--- src/rtl/fifo_buffer_pkg.sv ---
// Shared helpers for the fifo_buffer slice: width functions
// and handshake constants.
package fifo_buffer_pkg;

  localparam logic HS_IDLE = 1'b0;
  localparam logic HS_FIRE = 1'b1;

  function automatic int ptr_w(input int depth);
    return $clog2(depth) + 1;
  endfunction

  function automatic int cnt_w(input int depth);
    return $clog2(depth + 1);
  endfunction

  function automatic logic fire(input logic v, input logic r);
    return (v & r) ? HS_FIRE : HS_IDLE;
  endfunction

endpackage

--- src/rtl/fifo_buffer_mem.sv ---
// DEPTH x WIDTH register array for fifo_buffer.
// Synchronous write, asynchronous read, no reset.
module fifo_buffer_mem #(
  parameter int WIDTH = 8,
  parameter int DEPTH = 16,
  parameter int AW    = $clog2(DEPTH)
) (
  input  logic             clk,
  input  logic             we,
  input  logic [AW-1:0]    waddr,
  input  logic [WIDTH-1:0] wdata,
  input  logic [AW-1:0]    raddr,
  output logic [WIDTH-1:0] rdata
);

  logic [WIDTH-1:0] mem_q [DEPTH];

  always_ff @(posedge clk) begin
    if (we) begin
      mem_q[waddr] <= wdata;
    end
  end

  assign rdata = mem_q[raddr];

endmodule

--- src/rtl/fifo_buffer.sv ---
// Synchronous show-ahead FIFO with valid/ready on both sides.
// FIFO_BUFFER_PEAK_EN adds a high-watermark register (peak, peak_clr).
module fifo_buffer
  import fifo_buffer_pkg::*;
#(
  parameter int WIDTH    = 8,
  parameter int DEPTH    = 16,
  parameter int AF_LEVEL = DEPTH - 2
) (
  input  logic                       clk,
  input  logic                       rst_n,
  input  logic                       in_valid,
  output logic                       in_ready,
  input  logic [WIDTH-1:0]           in_data,
  output logic                       out_valid,
  input  logic                       out_ready,
  output logic [WIDTH-1:0]           out_data,
  output logic [$clog2(DEPTH+1)-1:0] count,
  output logic                       almost_full
`ifdef FIFO_BUFFER_PEAK_EN
  ,
  input  logic                       peak_clr,
  output logic [$clog2(DEPTH+1)-1:0] peak
`endif
);

  localparam int AW = $clog2(DEPTH);
  localparam int PW = ptr_w(DEPTH);
  localparam int CW = cnt_w(DEPTH);

  typedef logic [PW-1:0] ptr_t;

  ptr_t          wr_ptr_q, wr_ptr_d;
  ptr_t          rd_ptr_q, rd_ptr_d;
  logic [CW-1:0] count_q, count_d;
  logic          full, empty;
  logic          push, pop;

  // Extra pointer MSB separates full from empty on equal low bits.
  always_comb begin
    empty = (wr_ptr_q == rd_ptr_q);
    full  = (wr_ptr_q[AW-1:0] == rd_ptr_q[AW-1:0]) &&
            (wr_ptr_q[AW] != rd_ptr_q[AW]);
    push  = fire(in_valid, !full);
    pop   = fire(!empty, out_ready);
  end

  always_comb begin
    wr_ptr_d = wr_ptr_q;
    rd_ptr_d = rd_ptr_q;
    count_d  = count_q;
    if (push) begin
      wr_ptr_d = wr_ptr_q + ptr_t'(1);
    end
    if (pop) begin
      rd_ptr_d = rd_ptr_q + ptr_t'(1);
    end
    unique case (1'b1)
      (push && !pop): count_d = count_q + CW'(1);
      (pop && !push): count_d = count_q - CW'(1);
      default:        count_d = count_q;
    endcase
  end

  always_ff @(posedge clk or negedge rst_n) begin
    if (!rst_n) begin
      wr_ptr_q <= '0;
      rd_ptr_q <= '0;
      count_q  <= '0;
    end else begin
      wr_ptr_q <= wr_ptr_d;
      rd_ptr_q <= rd_ptr_d;
      count_q  <= count_d;
    end
  end

  fifo_buffer_mem #(
    .WIDTH (WIDTH),
    .DEPTH (DEPTH),
    .AW    (AW)
  ) u_mem (
    .clk   (clk),
    .we    (push),
    .waddr (wr_ptr_q[AW-1:0]),
    .wdata (in_data),
    .raddr (rd_ptr_q[AW-1:0]),
    .rdata (out_data)
  );

  assign in_ready    = !full;
  assign out_valid   = !empty;
  assign count       = count_q;
  assign almost_full = (count_q >= CW'(AF_LEVEL));

`ifdef FIFO_BUFFER_PEAK_EN
  logic [CW-1:0] peak_q, peak_d;

  // Clear loads the pre-edge count; a same-cycle change lands next cycle.
  always_comb begin
    peak_d = peak_q;
    if (peak_clr) begin
      peak_d = count_q;
    end else if (count_d > peak_q) begin
      peak_d = count_d;
    end
  end

  always_ff @(posedge clk or negedge rst_n) begin
    if (!rst_n) begin
      peak_q <= '0;
    end else begin
      peak_q <= peak_d;
    end
  end

  assign peak = peak_q;
`endif

endmodule
--- config.mk ---
export PLATFORM = sky130hd
export DESIGN_NAME = fifo_buffer
export DESIGN_NICKNAME = d
export VERILOG_FILES = /design/src/rtl/fifo_buffer_pkg.sv /design/src/rtl/fifo_buffer_mem.sv /design/src/rtl/fifo_buffer.sv
export SDC_FILE = /design/constraint.sdc
export NUM_CORES = 1
export LEC_CHECK = 0
export BUFFER_PORTS_ARGS = -buffer_cell sky130_fd_sc_hd__buf_2
export CORE_AREA = 8 8 150 152
export CTS_BUF_LIST = sky130_fd_sc_hd__clkbuf_4
export DETAILED_ROUTE_END_ITERATION = 10
export DIE_AREA = 0 0 158 160
export GPL_TIMING_DRIVEN = 0
export SKIP_CTS_REPAIR_TIMING = 1
export SYNTH_ARGS = -nofsm -noshare
export SYNTH_HDL_FRONTEND = slang
export SYNTH_HIERARCHICAL = 1
export SYNTH_SLANG_ARGS = --single-unit
--- constraint.sdc ---
create_clock -name clk -period 3.6 [get_ports clk]
set_input_delay 0.72 -clock clk [delete_from_list [all_inputs] [get_ports clk]]
set_output_delay 0.72 -clock clk [all_outputs]
set_load 0.1 [all_outputs]
Word level (Yosys, flattened, before mapping)
Memories as Yosys holds them, arrays and structs flattened.
Index checks and enable logic that the tools add are counted.

storage, ports and cells
  flip-flop bits (word level) = 15
  latch bits = 0
  bits in writable memories = 128
  memory bits (read-only) = 0
  input bits = 12
  output and inout bits = 16
  logic and storage cells = 27
  memories kept = 1

cells by class
  add/sub/neg operators = 4
  multipliers = 0
  divide/modulo/power cells = 0
  order comparisons = 1
  equality and inequality tests = 3
  shift operators = 0
  mux-type cells = 5
  bitwise gates (word level) = 2
  reductions and logical operators = 8

memory list
  name         words  bits a word  read ports  clocked after memory_dff  write ports  line                   source
  u_mem.mem_q  16     8            1           0                         1            fifo_buffer_mem.sv:16  logic [WIDTH-1:0] mem_q [DEPTH];

operators with widths
  cell                                                                   number
  5-bit by 1-bit adder with 5-bit output, second input constant          3
  5-bit one-hot mux with 2 select lines                                  1
  5-bit equality test                                                    1
  5-bit by 4-bit >= comparator with 1-bit output, second input constant  1
  5-bit by 1-bit subtractor with 5-bit output, second input constant     1
  4-bit equality test                                                    1
  1-bit logical NOT                                                      4
  1-bit 2-to-1 mux                                                       4
  1-bit logical AND                                                      3
  1-bit AND                                                              2
  2-bit nonzero test                                                     1
  1-bit != test                                                          1

Logic depth before layout (Yosys ltp)
  depth after elaboration = 8
  gate-level depth with buffers = 11
  gate-level depth less buffers = 11

By module
Netlist, hierarchy kept.

modules (own cells, without submodules)
  module           times used  cells each  area each (µm²)  seq. area each (µm²)
  fifo_buffer_mem  1           221         4987.3           3843.7
  fifo_buffer      1           89          944.7            375.4

Worst setup path after synthesis
Ideal clock, no wire load.

  path type = reg-to-output
  from = reg rd_ptr_q[0]
  to = out out_data[1]
  data arrival time = 1989 ps
  data required time = 2880 ps
  setup slack = 891 ps
  stages on the path, launching flop included = 6
  path buffers = 2
  path through = dfrtp_1 buf_6 buf_6 mux4_1 a22oi_1 nand2_1

on the way
  word-level cells in the longest chain between the ends = 1

ends and longest elaborated chain
  what                      line               source
  start: declaration        fifo_buffer.sv:34  ptr_t rd_ptr_q, rd_ptr_d;
  start signal: assignment  fifo_buffer.sv:72  rd_ptr_q <= rd_ptr_d;
  memory read 16 x 8 bit    -
  end: declaration          fifo_buffer.sv:17  output logic [WIDTH-1:0] out_data,

No other way between the ends.

Final worst setup path
  from = reg rd_ptr_q[0]
  to = out out_data[6]

The elaborated chain is that of the path after synthesis.

==> summary by stage <==
Synth
By area the synthesized netlist is led by sky130_fd_sc_hd__edfxtp_1 65%, sky130_fd_sc_hd__mux4_2 6.8%, sky130_fd_sc_hd__dfrtp_1 6.3%. The most used flip-flop cell after synthesis is sky130_fd_sc_hd__edfxtp_1. sky130_fd_sc_hd__edfxtp_1 takes more of the synthesized area than any other cell. The number of synthesized register bits is 143. After synthesis, flip-flops and latches occupy 71.12% of the total area. The number of different library cells in the post-synthesis netlist is 47.

The number of synthesized flops with an enable pin is 128. For this run, asynchronously set or reset flops after synthesis account for 10.49%. Each instance of the synthesized netlist takes up on average 19.14 µm². The number of cells produced by synthesis is 310. The synthesized netlist occupies a cell area of 0.005932 mm².

The proportion of netlist area held by the largest area contributor is 64.80%. The total nets after synthesis is 329. The Yosys step of the flow raised 6 warnings.

Worst hold path
The kind of path behind the tightest hold check is primary input to asynchronous set/reset pin.

Floorplan
In this run the vertical extent of the chip is 160 µm. The standard-cell row count is 52. The core area is 0.02004 mm². The number of primary I/O pins is 28.

The die covers 0.02528 mm². The x dimension of the die is 158 µm. The initial core utilization is 29.60%.

Timing
The number of slew-limit violations in the final report is 0. The number of hold-slack violations in the final timing report is 0. The slew at the pin closest to its max-slew limit is 1277 ps. Measured against its own limit, the worst slew margin works out to 14.22%. The least setup slack across all paths after layout is 200.5 ps. The count of final setup violators is 0.

The routed design could run at a clock period as short as 3400 ps. The accumulated negative setup slack is 0 ps. Setup repair after global routing left no endpoint under its margin.

The final worst-path cycle share is 94.43%. Across the routed clock network, the largest skew measured is 23.41 ps. For this run, the top clock speed supported by timing is 294.2 MHz.

Routing
The DRC marker count from the first detailed-route iteration is 301. The via count normalized by instance count is 4.727. The routed layout has 3025 vias. The residual antenna-violating net count after detailed routing is 0. The routed wirelength normalized by instance count is 18.92 µm. The final wirelength is 12.11 mm. The first TritonRoute pass finished after 4 iterations. The remaining design rule violation count is 0.

Critical path
The arrival time reported for the critical path endpoint is 2680 ps. The capture instance of the worst register-to-register path is u_mem/mem_q[0][4]. The total number of cells along the worst setup path is 6. The origin of the critical flop-to-flop path is wr_ptr_q[1].

The worst setup path is of the register to output pin kind. Walking the worst path, the cells encountered are buf_6 -> buf_4 -> mux4_2 -> a22oi_1 -> nand2_1 -> buf_2. The cell with the largest stage delay on the worst path is sky130_fd_sc_hd__mux4_2.

The kind of cell adding the most delay to the critical path is buffers and inverters. STA classifies the critical path endpoint as an output pin. Setup slack on the worst reg-to-reg path comes out at 430 ps. The depth of the worst register-to-register path is 6. STA classifies the critical path startpoint as a register. For the worst setup path, the data required time is 2880 ps. The number of buffers and inverters on the critical path is 3.

In this design, the stage delay of the slowest critical-path cell is 570 ps. The highest fanout seen on the critical path is 10.

Global routing
The initial antenna violation count is 0. The number of global-route vias before repair is 3155. The total congestion overflow after global routing is 0.

The first global-routing pass estimated 18.73 mm of wire. The pin count of the biggest net entering global routing is 17. Global routing used 10.13% of the available tracks.

Placed design
Detailed placement finished with a half-perimeter wire length of 7.914 mm. Input and output buffers added on the ports amount to 27. The number of placed cells counting well taps is 607. At the end of routability-driven placement, the weighted congestion stood at 0.7851.

Before CTS, the worst setup slack after placement is 468.0 ps. The post-detailed-placement cell area is 0.006405 mm².

Finish
The antenna diode instance count is 0. Once layout is complete, the cells apart from fillers number 640. The finished layout cell area is 0.006768 mm². The post-layout net count is 376.

The layout cell share with drive strength beyond 1 is 27.30%. Compared with the post-synthesis result, the final layout area differs by 14.09%.

Clocking
The clock reaches the later pin of the worst-skew pair after 530 ps. The deepest clock path buffer count is 2. The clock tree root buffer cell is sky130_fd_sc_hd__clkbuf_4. TritonCTS built the clock tree. The clock net in this run drives a total of 143 sinks.

The clock input transition at the sequential cells of the worst setup and hold paths is 120 ps. The count of H-tree levels built during CTS is 4. Buffers inserted during clock tree synthesis total 17.

Flow run
The tool flagged a number of max-cap violations equal to 0.

Status
The flow ran to the end, and the final reports show no timing, DRC or antenna violations.
-- cells in the mapped netlist, types with 2 or more instances --
| cell | count |
|---|---|
| sky130_fd_sc_hd__a21oi_1 | 3 |
| sky130_fd_sc_hd__a22oi_1 | 16 |
| sky130_fd_sc_hd__and2_1 | 2 |
| sky130_fd_sc_hd__buf_2 | 3 |
| sky130_fd_sc_hd__buf_6 | 3 |
| sky130_fd_sc_hd__clkdlybuf4s25_2 | 3 |
| sky130_fd_sc_hd__dfrtp_1 | 15 |
| sky130_fd_sc_hd__edfxtp_1 | 128 |
| sky130_fd_sc_hd__ha_1 | 6 |
| sky130_fd_sc_hd__inv_1 | 5 |
| sky130_fd_sc_hd__mux2_4 | 2 |
| sky130_fd_sc_hd__mux4_1 | 14 |
| sky130_fd_sc_hd__mux4_2 | 18 |
| sky130_fd_sc_hd__nand2_1 | 19 |
| sky130_fd_sc_hd__nand2b_1 | 2 |
| sky130_fd_sc_hd__nand3b_1 | 2 |
| sky130_fd_sc_hd__nand4_1 | 2 |
| sky130_fd_sc_hd__nor2_1 | 15 |
| sky130_fd_sc_hd__nor2b_1 | 2 |
| sky130_fd_sc_hd__nor3_1 | 5 |
| sky130_fd_sc_hd__o211ai_1 | 3 |
| sky130_fd_sc_hd__o21ai_0 | 4 |
| sky130_fd_sc_hd__o21ai_2 | 2 |
| sky130_fd_sc_hd__xnor2_1 | 9 |
| sky130_fd_sc_hd__xor2_1 | 5 |
-- layout by cell type (no fill, tap or decap), drive strengths merged --
| cell | count |
|---|---|
| xnor2 | 10 |
| o211ai | 3 |
| inv | 9 |
| or3 | 1 |
| a31o | 1 |
| o21ai | 7 |
| mux4 | 32 |
| and4 | 1 |
| or3b | 1 |
| clkinvlp | 2 |
| edfxtp | 128 |
| nand3 | 1 |
| nor3 | 5 |
| clkbuf | 20 |
| nand2b | 2 |
| dfrtp | 15 |
| fa | 1 |
| clkdlybuf4s25 | 3 |
| nand4 | 3 |
| ha | 6 |
| o21a | 1 |
| mux2 | 3 |
| nor2b | 2 |
| o311ai | 2 |
| nor2 | 15 |
| and2 | 2 |
| nand2 | 19 |
| and3 | 2 |
| a21o | 1 |
| and2b | 1 |
| buf | 35 |
| bufinv | 5 |
| a21oi | 3 |
| xor2 | 5 |
| a22oi | 16 |
| o31a | 1 |
| o31ai | 1 |
| clkinv | 3 |
| nand3b | 2 |
-- area by class of cell --
type / instances / area [µm²]
clock buffer: 19 / 142.6
fill: 1962 / 13270
buffer: 11 / 90.09
multi-input combinational: 150 / 1605
timing repair buffer: 28 / 140.1
clock inverter: 13 / 209.0
inverter: 6 / 22.52
tap: 270 / 337.8
sequential: 143 / 4220
-- per-stage QoR --
step	utilization, %	hold WS [ps]
finish	33.77	83.49
detailed placement	31.96	522.4
global placement	31.96	507.1
global route	33.77	41.58
CTS	33.72	52.66
floorplan	-	424.4
-- metal layers --
| layer | vias to the layer above | share of wire [%] | GRT usage (%) |
|---|---|---|---|
| li1 | 1364 | - | - |
| met4 | 0 | 1.3 | 2.873 |
| met3 | 11 | 7.0 | 3.455 |
| met1 | 1542 | 44 | 13.33 |
| met2 | 108 | 48 | 15.56 |
| met5 | - | 0 | 0 |
-- cell families after synthesis --
| kind of cell | share of synthesized area (%) |
|---|---|
| multiplexers | 13.73 |
| buffers and inverters | 1.898 |
| AND/OR/NAND/NOR | 4.767 |
| AO/OA/AOI/OAI | 4.535 |
| adder cells (fa/ha/maj) | 1.603 |
| flip-flops | 71.12 |
| XOR/XNOR | 2.341 |
-- state kept, by name (all words and copies together), names as in the netlist --
register	cells
u_mem/mem_q	128
wr_ptr_q	5
count	5
rd_ptr_q	5
-- how the worst max path moves through the flow --
stage / startpoint / to / slack [ps]
global placement: wr_ptr_q[1] / u_mem/mem_q[0][4] / 510
CTS: rd_ptr_q[0] / out_data[6] / 90
global route: rd_ptr_q[0] / out_data[6] / 40
finish: rd_ptr_q[0] / out_data[6] / 200
detailed placement: wr_ptr_q[0] / u_mem/mem_q[0][4] / 470
floorplan: rd_ptr_q[0] / out_data[1] / 890
Power is left out: the tool's default activity adds up to more than one toggle a clock period on the data nets, which glitch-free logic cannot reach.
